**src/rtl/mmio_audio_pwm.sv**
```systemverilog
// Memory-mapped multi-channel PWM audio peripheral: direct duty registers or a shared
// sample FIFO drained at a fixed sample rate, with sticky underrun/overflow interrupt.
module mmio_audio_pwm #(
  parameter int unsigned NUM_CH     = 2,
  parameter int unsigned PWM_BITS   = 10,
  parameter int unsigned FIFO_DEPTH = 16,
  parameter int unsigned SAMPLE_DIV = 1136,
  parameter logic [31:0] BASE_ADDR  = 32'd4098
) (
  input  logic              clock,
  input  logic              reset,
  input  logic              wEn,
  input  logic [31:0]       addr,
  input  logic [31:0]       dataIn,
  output logic [31:0]       dataOut,
  output logic              hit,
  output logic [NUM_CH-1:0] audioOut,
  output logic              irq
);

  localparam int unsigned PtrW = (FIFO_DEPTH > 1) ? $clog2(FIFO_DEPTH) : 1;
  localparam int unsigned CntW = $clog2(FIFO_DEPTH + 1);
  localparam int unsigned DivW = $clog2(SAMPLE_DIV);
  localparam logic [31:0] OffFifo = 32'(2 + NUM_CH);
  localparam logic [CntW-1:0] CntFull = CntW'(FIFO_DEPTH);
  localparam logic [DivW-1:0] DivMax = DivW'(SAMPLE_DIV - 1);

  logic                r_enable;
  logic [NUM_CH-1:0]   r_src;
  logic [PWM_BITS-1:0] r_duty [NUM_CH];
  logic [PWM_BITS-1:0] r_mem [FIFO_DEPTH];
  logic [PtrW-1:0]     r_wptr, r_rptr;
  logic [CntW-1:0]     r_count;
  logic [PWM_BITS-1:0] r_last;
  logic                r_underrun, r_overflow, r_irq;
  logic [PWM_BITS-1:0] r_cnt;
  logic [DivW-1:0]     r_div;
  logic [PWM_BITS-1:0] r_active [NUM_CH];
  logic [NUM_CH-1:0]   r_audio;

  logic [31:0] w_off, w_rdata;
  logic        w_hit, w_wr, w_wr_ctrl, w_clr, w_tick;
  logic        w_empty, w_full, w_pop_req, w_push_req, w_pop, w_push;
  logic        w_underrun_set, w_overflow_set;

  assign w_off      = addr - BASE_ADDR;
  assign w_hit      = (addr >= BASE_ADDR) && (w_off <= OffFifo);
  assign w_wr       = wEn && w_hit;
  assign w_wr_ctrl  = w_wr && (w_off == 32'd0);
  assign w_clr      = w_wr && (w_off == 32'd1);
  assign w_tick     = (r_div == DivMax);
  assign w_empty    = (r_count == '0);
  assign w_full     = (r_count == CntFull);
  assign w_pop_req  = w_tick && r_enable;
  assign w_push_req = w_wr && (w_off == OffFifo);
  assign w_pop      = w_pop_req && !w_empty;
  // A pop in the same cycle frees a slot, so a push into a full FIFO is still accepted.
  assign w_push         = w_push_req && (!w_full || w_pop);
  assign w_underrun_set = w_pop_req && w_empty;
  assign w_overflow_set = w_push_req && w_full && !w_pop;

  always_ff @(posedge clock or negedge reset) begin
    if (!reset) begin
      r_enable <= 1'b0;
      r_src    <= '0;
      for (int i = 0; i < NUM_CH; i++) r_duty[i] <= '0;
    end else begin
      if (w_wr_ctrl) begin
        r_enable <= dataIn[0];
        r_src    <= dataIn[8 +: NUM_CH];
      end
      for (int i = 0; i < NUM_CH; i++) begin
        if (w_wr && (w_off == 32'(2 + i))) r_duty[i] <= dataIn[PWM_BITS-1:0];
      end
    end
  end

  always_ff @(posedge clock) begin
    if (w_push) r_mem[r_wptr] <= dataIn[PWM_BITS-1:0];
  end

  always_ff @(posedge clock or negedge reset) begin
    if (!reset) begin
      r_wptr  <= '0;
      r_rptr  <= '0;
      r_count <= '0;
      r_last  <= '0;
    end else begin
      if (w_push) r_wptr <= r_wptr + PtrW'(1);
      if (w_pop) begin
        r_rptr <= r_rptr + PtrW'(1);
        r_last <= r_mem[r_rptr];
      end
      if (w_push && !w_pop) begin
        r_count <= r_count + CntW'(1);
      end else if (w_pop && !w_push) begin
        r_count <= r_count - CntW'(1);
      end
    end
  end

  // Set events are OR-ed in after the clear so they win in the same cycle.
  always_ff @(posedge clock or negedge reset) begin
    if (!reset) begin
      r_underrun <= 1'b0;
      r_overflow <= 1'b0;
      r_irq      <= 1'b0;
    end else begin
      r_underrun <= (r_underrun && !(w_clr && dataIn[0])) || w_underrun_set;
      r_overflow <= (r_overflow && !(w_clr && dataIn[1])) || w_overflow_set;
      r_irq      <= r_underrun || r_overflow;
    end
  end

  always_ff @(posedge clock or negedge reset) begin
    if (!reset) begin
      r_cnt   <= '0;
      r_div   <= '0;
      r_audio <= '0;
      for (int i = 0; i < NUM_CH; i++) r_active[i] <= '0;
    end else begin
      r_cnt <= r_cnt + PWM_BITS'(1);
      r_div <= w_tick ? '0 : r_div + DivW'(1);
      for (int i = 0; i < NUM_CH; i++) begin
        r_audio[i] <= r_enable && (r_cnt < r_active[i]);
        // Latch the next period's duty only at wrap so mid-period updates never glitch.
        if (r_cnt == '1) r_active[i] <= r_src[i] ? r_last : r_duty[i];
      end
    end
  end

  always_comb begin
    w_rdata = '0;
    if (w_hit) begin
      if (w_off == 32'd0) begin
        w_rdata[0]           = r_enable;
        w_rdata[8 +: NUM_CH] = r_src;
      end else if (w_off == 32'd1) begin
        w_rdata = {8'd0, 8'(r_count), 12'd0, w_full, w_empty, r_overflow, r_underrun};
      end else begin
        for (int i = 0; i < NUM_CH; i++) begin
          if (w_off == 32'(2 + i)) w_rdata = 32'(r_duty[i]);
        end
      end
    end
  end

  assign dataOut  = w_rdata;
  assign hit      = w_hit;
  assign audioOut = r_audio;
  assign irq      = r_irq;

endmodule

```
**config.mk**
```make
export PLATFORM = sky130hd
export DESIGN_NAME = mmio_audio_pwm
export DESIGN_NICKNAME = d
export VERILOG_FILES = /design/src/rtl/mmio_audio_pwm.sv
export SDC_FILE = /design/constraint.sdc
export NUM_CORES = 1
export LEC_CHECK = 0
export CORE_UTILIZATION = 50
export DETAILED_ROUTE_END_ITERATION = 12
export GPL_TIMING_DRIVEN = 0
export PLACE_DENSITY = 0.69
export SYNTH_ARGS = -nofsm -noshare
export SYNTH_HDL_FRONTEND = slang
export SYNTH_SLANG_ARGS = --single-unit
```
**constraint.sdc**
```tcl
create_clock -name clock -period 4.2 [get_ports clock]
set_clock_uncertainty 0.2 [all_clocks]
set_input_delay 0.84 -clock clock [delete_from_list [all_inputs] [get_ports clock]]
set_output_delay 0.84 -clock clock [all_outputs]
set_load 0.05 [all_outputs]
```
[After elaboration in Yosys (flattened, before gate mapping)]
Memory sizes are Yosys's and may differ from the RTL's. A register that Yosys moved wholly into a read port is not among the register bits.
Cells that the tools add are included.
Word-level totals
  word-level logic and storage cells: 84
  memories: 1
  output and inout port bits: 36
  bits in latches: 0
  register bits after elaboration: 82
  memory bits (writable): 160
  bits of input ports: 67
  ROM bits: 0
Cells by class
  mux-type cells: 15
  equal/unequal tests: 7
  $add $sub $neg: 7
  divide/modulo/power cells: 0
  multipliers: 0
  bitwise gates (word level): 0
  shifts and indexed selects: 0
  $lt $le $gt $ge: 4
  reduce and logical (&&, ||, !) cells: 35
Memory list
  r_mem: words 16, bits a word 10, read ports 1, clocked after Yosys merged registers in 1, wr ports 1, line 31  | logic [PWM_BITS-1:0] r_mem [FIFO_DEPTH];
Operators with widths (count)
  == test 32 x 2 -> 1 bit (second input constant): 2
  2-to-1 mux 32 bit: 2
  2-to-1 mux 10 bit: 4
  == test 32 x 1 -> 1 bit (second input constant): 1
  == test 32 x 3 -> 1 bit (second input constant): 1
  >= comparator 32 x 13 -> 1 bit (second input constant): 1
  <= comparator 32 x 3 -> 1 bit (second input constant): 1
  logical NOT 32 bit: 1
  subtractor 32 x 13 -> 32 bit (second input constant): 1
  2-to-1 mux 22 bit: 1
  logical AND 1 bit: 21
  less-than comparator 10 bit: 2
  adder 11 x 1 -> 11 bit (second input constant): 1
  == test 11 bit (second input constant): 1
  2-to-1 mux 11 bit: 1
  adder 10 x 1 -> 10 bit (second input constant): 1
  == test 10 bit (second input constant): 1
  2-to-1 mux 5 bit: 2
  adder 4 x 1 -> 4 bit (second input constant): 2
  logical NOT 1 bit: 7
  2-to-1 mux 7 bit: 1
  adder 5 x 1 -> 5 bit (second input constant): 1
  == test 5 bit (second input constant): 1
  logical NOT 5 bit: 1
  5 further kinds: 10

[Longest topological paths before layout]
  depth after elaboration: 10
  mapped depth: 20
  depth with buffers taken out: 17

[Least setup slack after synthesis]
No wires, ideal clock.
  path type: input port to output port
  start point: in addr[22]
  end point: out dataOut[16]
  path buffers: 1
  data required time: 3160 ps
  stages: 9
  arrival time: 4233 ps
  setup slack: -1073 ps
  cells stage by stage: or4_4 -> or4_1 -> o41a_1 -> nor4_1 -> nand3_1 -> nor3_2 -> nand2_1 -> clkbuf_1 -> nor3_1
Between the ends
  cells in the longest elaborated chain, start to end: 5
  elaborated cells between the ends (all ways): 9
  those cells by class: add/sub (1); order compare (2); eq/ne (1); mux (3); reduce/logical (2)
Ends and longest elaborated chain
  start: declaration: line 13  | input logic [31:0] addr,
  branches (longest 4 deep; another with subtractor 32 x 13 -> 32 bit)
  2-to-1 mux 32 bit *: line 134  | if (w_hit) begin
  end: declaration: line 15  | output logic [31:0] dataOut,
Mark *: on every way between the ends.

[Final worst setup path]
  start point: in addr[29]
  end point: out dataOut[20]
The elaborated chain is that of the path after synthesis.

==> impl_results.rst <==
.. list-table::
   :header-rows: 1

   * - Metric
     - Value
   * - Result of the run
     - finished with violations
   * - Violated checks
     - setup timing
   * - Crit start category
     - input port
   * - Avg Vias per Cell
     - 5.65
   * - Number of synthesized flops with an enable pin
     - 160
   * - H-tree level count
     - 1
   * - Warnings, synthesis
     - 0
   * - Met2 Wirelength
     - 11.9 mm
   * - Fraction of layout cells with a size suffix above 1
     - 30.5%
   * - Antenna violations before repair
     - 0
   * - CTS tree
     - yes
   * - Met1 Routed Length
     - 11.3 mm
   * - Number of buffers and inverters on the critical path
     - 4
   * - Crit. End Element
     - output pin
   * - Worst path cell trace
     - clkdlybuf4s50_1 -> nor4_1 -> nand4_1 -> nor4_2 -> nand4_1 -> buf_4 -> nor3_4 -> nand2_4 -> buf_4 -> nor3_4 -> buf_6
   * - DIE WIDTH
     - 156 um
   * - Final routed wirelength across all metal layers
     - 24.7 mm
   * - Leading cell types by total area after synthesis
     - sky130_fd_sc_hd__edfxtp_1, sky130_fd_sc_hd__dfrtp_1, sky130_fd_sc_hd__mux4_2
   * - Commonest cells in the synthesized netlist
     - sky130_fd_sc_hd__edfxtp_1, sky130_fd_sc_hd__dfrtp_1, sky130_fd_sc_hd__mux4_2, sky130_fd_sc_hd__nor2_1, sky130_fd_sc_hd__inv_1
   * - Endpoints failing setup
     - 18
   * - Leakage component of the power
     - 5.31 nW
   * - Site row count
     - 55
   * - Drt drc
     - 0
   * - Routability congestion estimate
     - 0.910
   * - # port buffers
     - 59
   * - Total congestion overflow after global routing
     - 0
   * - Core Box Area
     - 22900 um^2
   * - Slowest Stage Delay on Critical Path
     - 530 ps
   * - I/O Pins
     - 103
   * - Root buffer cell
     - sky130_fd_sc_hd__clkbuf_16
   * - Number of cells traversed by the worst register-to-register path
     - 14
   * - WL per Instance
     - 19.5 um
   * - Highest attainable clock frequency
     - 0.214 GHz
   * - Vertical extent of the die
     - 156 um
   * - Worst min-delay path category
     - in2async
   * - Final worst slack
     - -467 ps
   * - RSZ-0062 raised after global routing
     - yes
   * - Remaining antenna violation count
     - 0
   * - Post-synthesis area per instance
     - 14.7 um^2
   * - Final net count
     - 1033
   * - Area growth from synthesis to final layout
     - 22.8%
   * - Synth Cell Area
     - 11800 um^2
   * - HPWL reported at the end of detailed placement
     - 17.6 mm
   * - Number of max-slew violations in the final report
     - 0
   * - Worst r2r dst
     - r_count[4]$_DFFE_PN0P_
   * - Number of buffers inserted during clock tree synthesis
     - 26
   * - Async set or reset register ratio after synthesis
     - 36.5%
   * - DIE AREA
     - 24200 um^2
   * - Number of endpoints with negative hold slack in the final report
     - 0
   * - Top sig layer
     - met4
   * - Placed cell count
     - 1195
   * - Most common cell in the synthesized netlist
     - sky130_fd_sc_hd__edfxtp_1
   * - Antenna cells
     - 0
   * - Number of detailed-route iterations in the first pass
     - 5
   * - Clock Path Buffers
     - 3
   * - GR Util All Layers
     - 20.8%
   * - Tightest Pin Transition
     - 1010 ps
   * - Pin count of the biggest net entering global routing
     - 67
   * - Max-cap violations
     - 0
   * - Final critical delay including setup and external delays
     - 4670 ps
   * - Clk Latency, worst-skew pair
     - 540 ps
   * - Worst ir drop on vdd
     - 0.331 mV
   * - Num Clock Sinks
     - 252
   * - Pwr per Cell Area
     - 351 nW/um^2
   * - Initial core utilization
     - 51.5%
   * - Area share of the largest cell type after synthesis
     - 40.7%
   * - Number of global-route vias before repair
     - 7129
   * - Rel. slew slack
     - 33.0%
   * - Critical path arrival
     - 3630 ps
   * - Synthesized instance count
     - 806
   * - Final non-filler cell total
     - 1265
   * - Maximum fanout along the worst path
     - 4
   * - CP Data Required Time
     - 3160 ps
   * - Routed via count
     - 7145
   * - Number of DRC violations after detailed-routing iteration 0
     - 523
   * - Largest delay share family, worst path
     - simple AND/OR/NAND/NOR gates
   * - Final standard cell utilization of the core
     - 63.3%
   * - Startpoint of the lowest-slack register-to-register path
     - r_div[4]$_DFF_PN0_
   * - Fraction of the cycle the final worst path needs
     - 111%
   * - Routed length on met3
     - 1.13 mm
   * - Share of synthesized area occupied by flip-flops and latches
     - 60.2%
   * - Prevailing post-synth register cell
     - sky130_fd_sc_hd__edfxtp_1
   * - Register-to-Register Setup Slack
     - 80 ps
   * - Cell with the biggest individual delay on the critical path
     - sky130_fd_sc_hd__nor4_1
   * - Synthesis-stage register bit count
     - 252
   * - Leading area contributor after synthesis
     - sky130_fd_sc_hd__edfxtp_1
   * - Fill cells
     - 1742
   * - First-pass GRT wire length
     - 39.0 mm
   * - Clock transition at path regs
     - 60 ps
   * - Type of the worst setup path
     - in2out
   * - Synth cell types
     - 73
cell families after synthesis:
logic type | count (synthesis) | synth area share, %
DFF | 252 | 60.2
and+or+nand+nor | 192 | 9.49
muxes | 115 | 15.8
AOI/OAI and AO/OA | 98 | 5.47
buffers and inverters | 89 | 3.56
adders and majority gates | 31 | 3.35
xor gates and xnor gates | 28 | 2.08
other | 1 | 0.0318
timing repair:
item                       4_1_cts  5_1_grt
gates cloned                     1        1
gates resized for setup        214       83
setup endpoints to repair      206      131
hold buffers                     0        0
buffers inserted                12       15
pin swaps                       19       27
power breakdown:
group	leakage [nW]	internal (mW)	switching, mW
Sequential	2.65	2.64	0.000489
Clock	0.398	1.31	0.899
Combinational	2.25	0.0830	0.161
Total	5.31	4.03	1.06
worst register-to-register path, cell delays in order, from the launching register on:
cell	delay, ps
sky130_fd_sc_hd__dfrtp_1	400
sky130_fd_sc_hd__or4b_2	730
sky130_fd_sc_hd__nor4_4	470
sky130_fd_sc_hd__nand2_1	160
sky130_fd_sc_hd__a21oi_2	340
sky130_fd_sc_hd__buf_2	360
sky130_fd_sc_hd__inv_1	140
sky130_fd_sc_hd__ha_4	210
sky130_fd_sc_hd__fa_2	400
sky130_fd_sc_hd__inv_1	60
sky130_fd_sc_hd__a21o_1	130
sky130_fd_sc_hd__a21oi_2	60
sky130_fd_sc_hd__xnor2_1	140
sky130_fd_sc_hd__nor2_1	70
sky130_fd_sc_hd__xnor2_1	130
metal layers:
layer / up-vias / track usage, %
met5: - / 0
li1: 3348 / -
met4: 0 / 4.06
met1: 3601 / 29.7
met3: 24 / 3.36
met2: 172 / 34.1
cells in the final DEF, fill, tap and decap left out, types with 5 or more instances in the layout:
cell and instances:
sky130_fd_sc_hd__xnor2_1 15, sky130_fd_sc_hd__mux4_2 51, sky130_fd_sc_hd__inv_1 35, sky130_fd_sc_hd__a21oi_1 31
sky130_fd_sc_hd__clkbuf_16 28, sky130_fd_sc_hd__nor2_4 6, sky130_fd_sc_hd__nor3_1 8, sky130_fd_sc_hd__conb_1 17
sky130_fd_sc_hd__clkdlybuf4s50_1 22, sky130_fd_sc_hd__mux2_2 25, sky130_fd_sc_hd__nand4_1 13, sky130_fd_sc_hd__buf_8 9
sky130_fd_sc_hd__buf_6 18, sky130_fd_sc_hd__clkbuf_1 28, sky130_fd_sc_hd__nor2_1 44, sky130_fd_sc_hd__buf_1 6
sky130_fd_sc_hd__nand2_1 21, sky130_fd_sc_hd__and4b_2 6, sky130_fd_sc_hd__edfxtp_1 160, sky130_fd_sc_hd__mux2i_1 29
sky130_fd_sc_hd__mux2_4 10, sky130_fd_sc_hd__clkbuf_2 6, sky130_fd_sc_hd__xor2_1 13, sky130_fd_sc_hd__or3_1 5
sky130_fd_sc_hd__buf_2 6, sky130_fd_sc_hd__dfrtp_1 92, sky130_fd_sc_hd__buf_12 6, sky130_fd_sc_hd__ha_1 27
sky130_fd_sc_hd__nor4_1 5, sky130_fd_sc_hd__nand3_1 14, sky130_fd_sc_hd__or4_4 8, sky130_fd_sc_hd__buf_4 38
sky130_fd_sc_hd__o21ai_0 12, sky130_fd_sc_hd__nor3_4 7
stage by stage:
step | power (mW) | hold WS, ps | TNS [ps] | area [um^2] | setup WS (ps)
after global routing | 5.25 | 47.2 | -8560 | 14500 | -528
after detailed placement | 2.91 | 282 | -245280 | 13100 | -2110
after CTS | 5.12 | 30.8 | -9040 | 14200 | -602
final | 5.09 | 32.2 | -7350 | 14500 | -467
after floorplan | 2.80 | 253 | -6610 | 12100 | -468
after global placement | 2.91 | 280 | -367160 | 13000 | -2130
flip-flops by register name, indices dropped and copies added (netlist names):
register / flops
r_mem: 160
r_active: 20
r_duty: 20
r_div: 11
r_cnt: 10
r_last: 10
r_count: 5
r_rptr: 4
r_wptr: 4
audioOut: 2
r_src: 2
irq: 1
r_enable: 1
r_overflow: 1
r_underrun: 1
how the worst max path moves through the flow:
stage             start  slack (ps)  cells past startpoint     endpoint
2_1_floorplan  addr[22]        -470                      9  dataOut[16]
5_1_grt         addr[1]        -530                     14   dataOut[7]
3_3_place_gp   addr[17]       -2130                      9  dataOut[18]
3_5_place_dp   addr[17]       -2110                      9  dataOut[18]
4_1_cts        addr[17]        -600                     11   dataOut[6]
6_report       addr[29]        -470                     11  dataOut[20]
area by class of cell:
cell class	count	area (um^2)	share of cell area, %
Buffer	50	323	2.23
Clock buffer	38	716	4.94
Clock inverter	7	113	0.777
Inverter	36	138	0.949
Multi-Input combinational cell	482	4800	33.1
Sequential cell	252	7110	49.0
Tap cell	313	392	2.70
Timing Repair Buffer	87	912	6.29
Power figures use the tool's default switching activity.
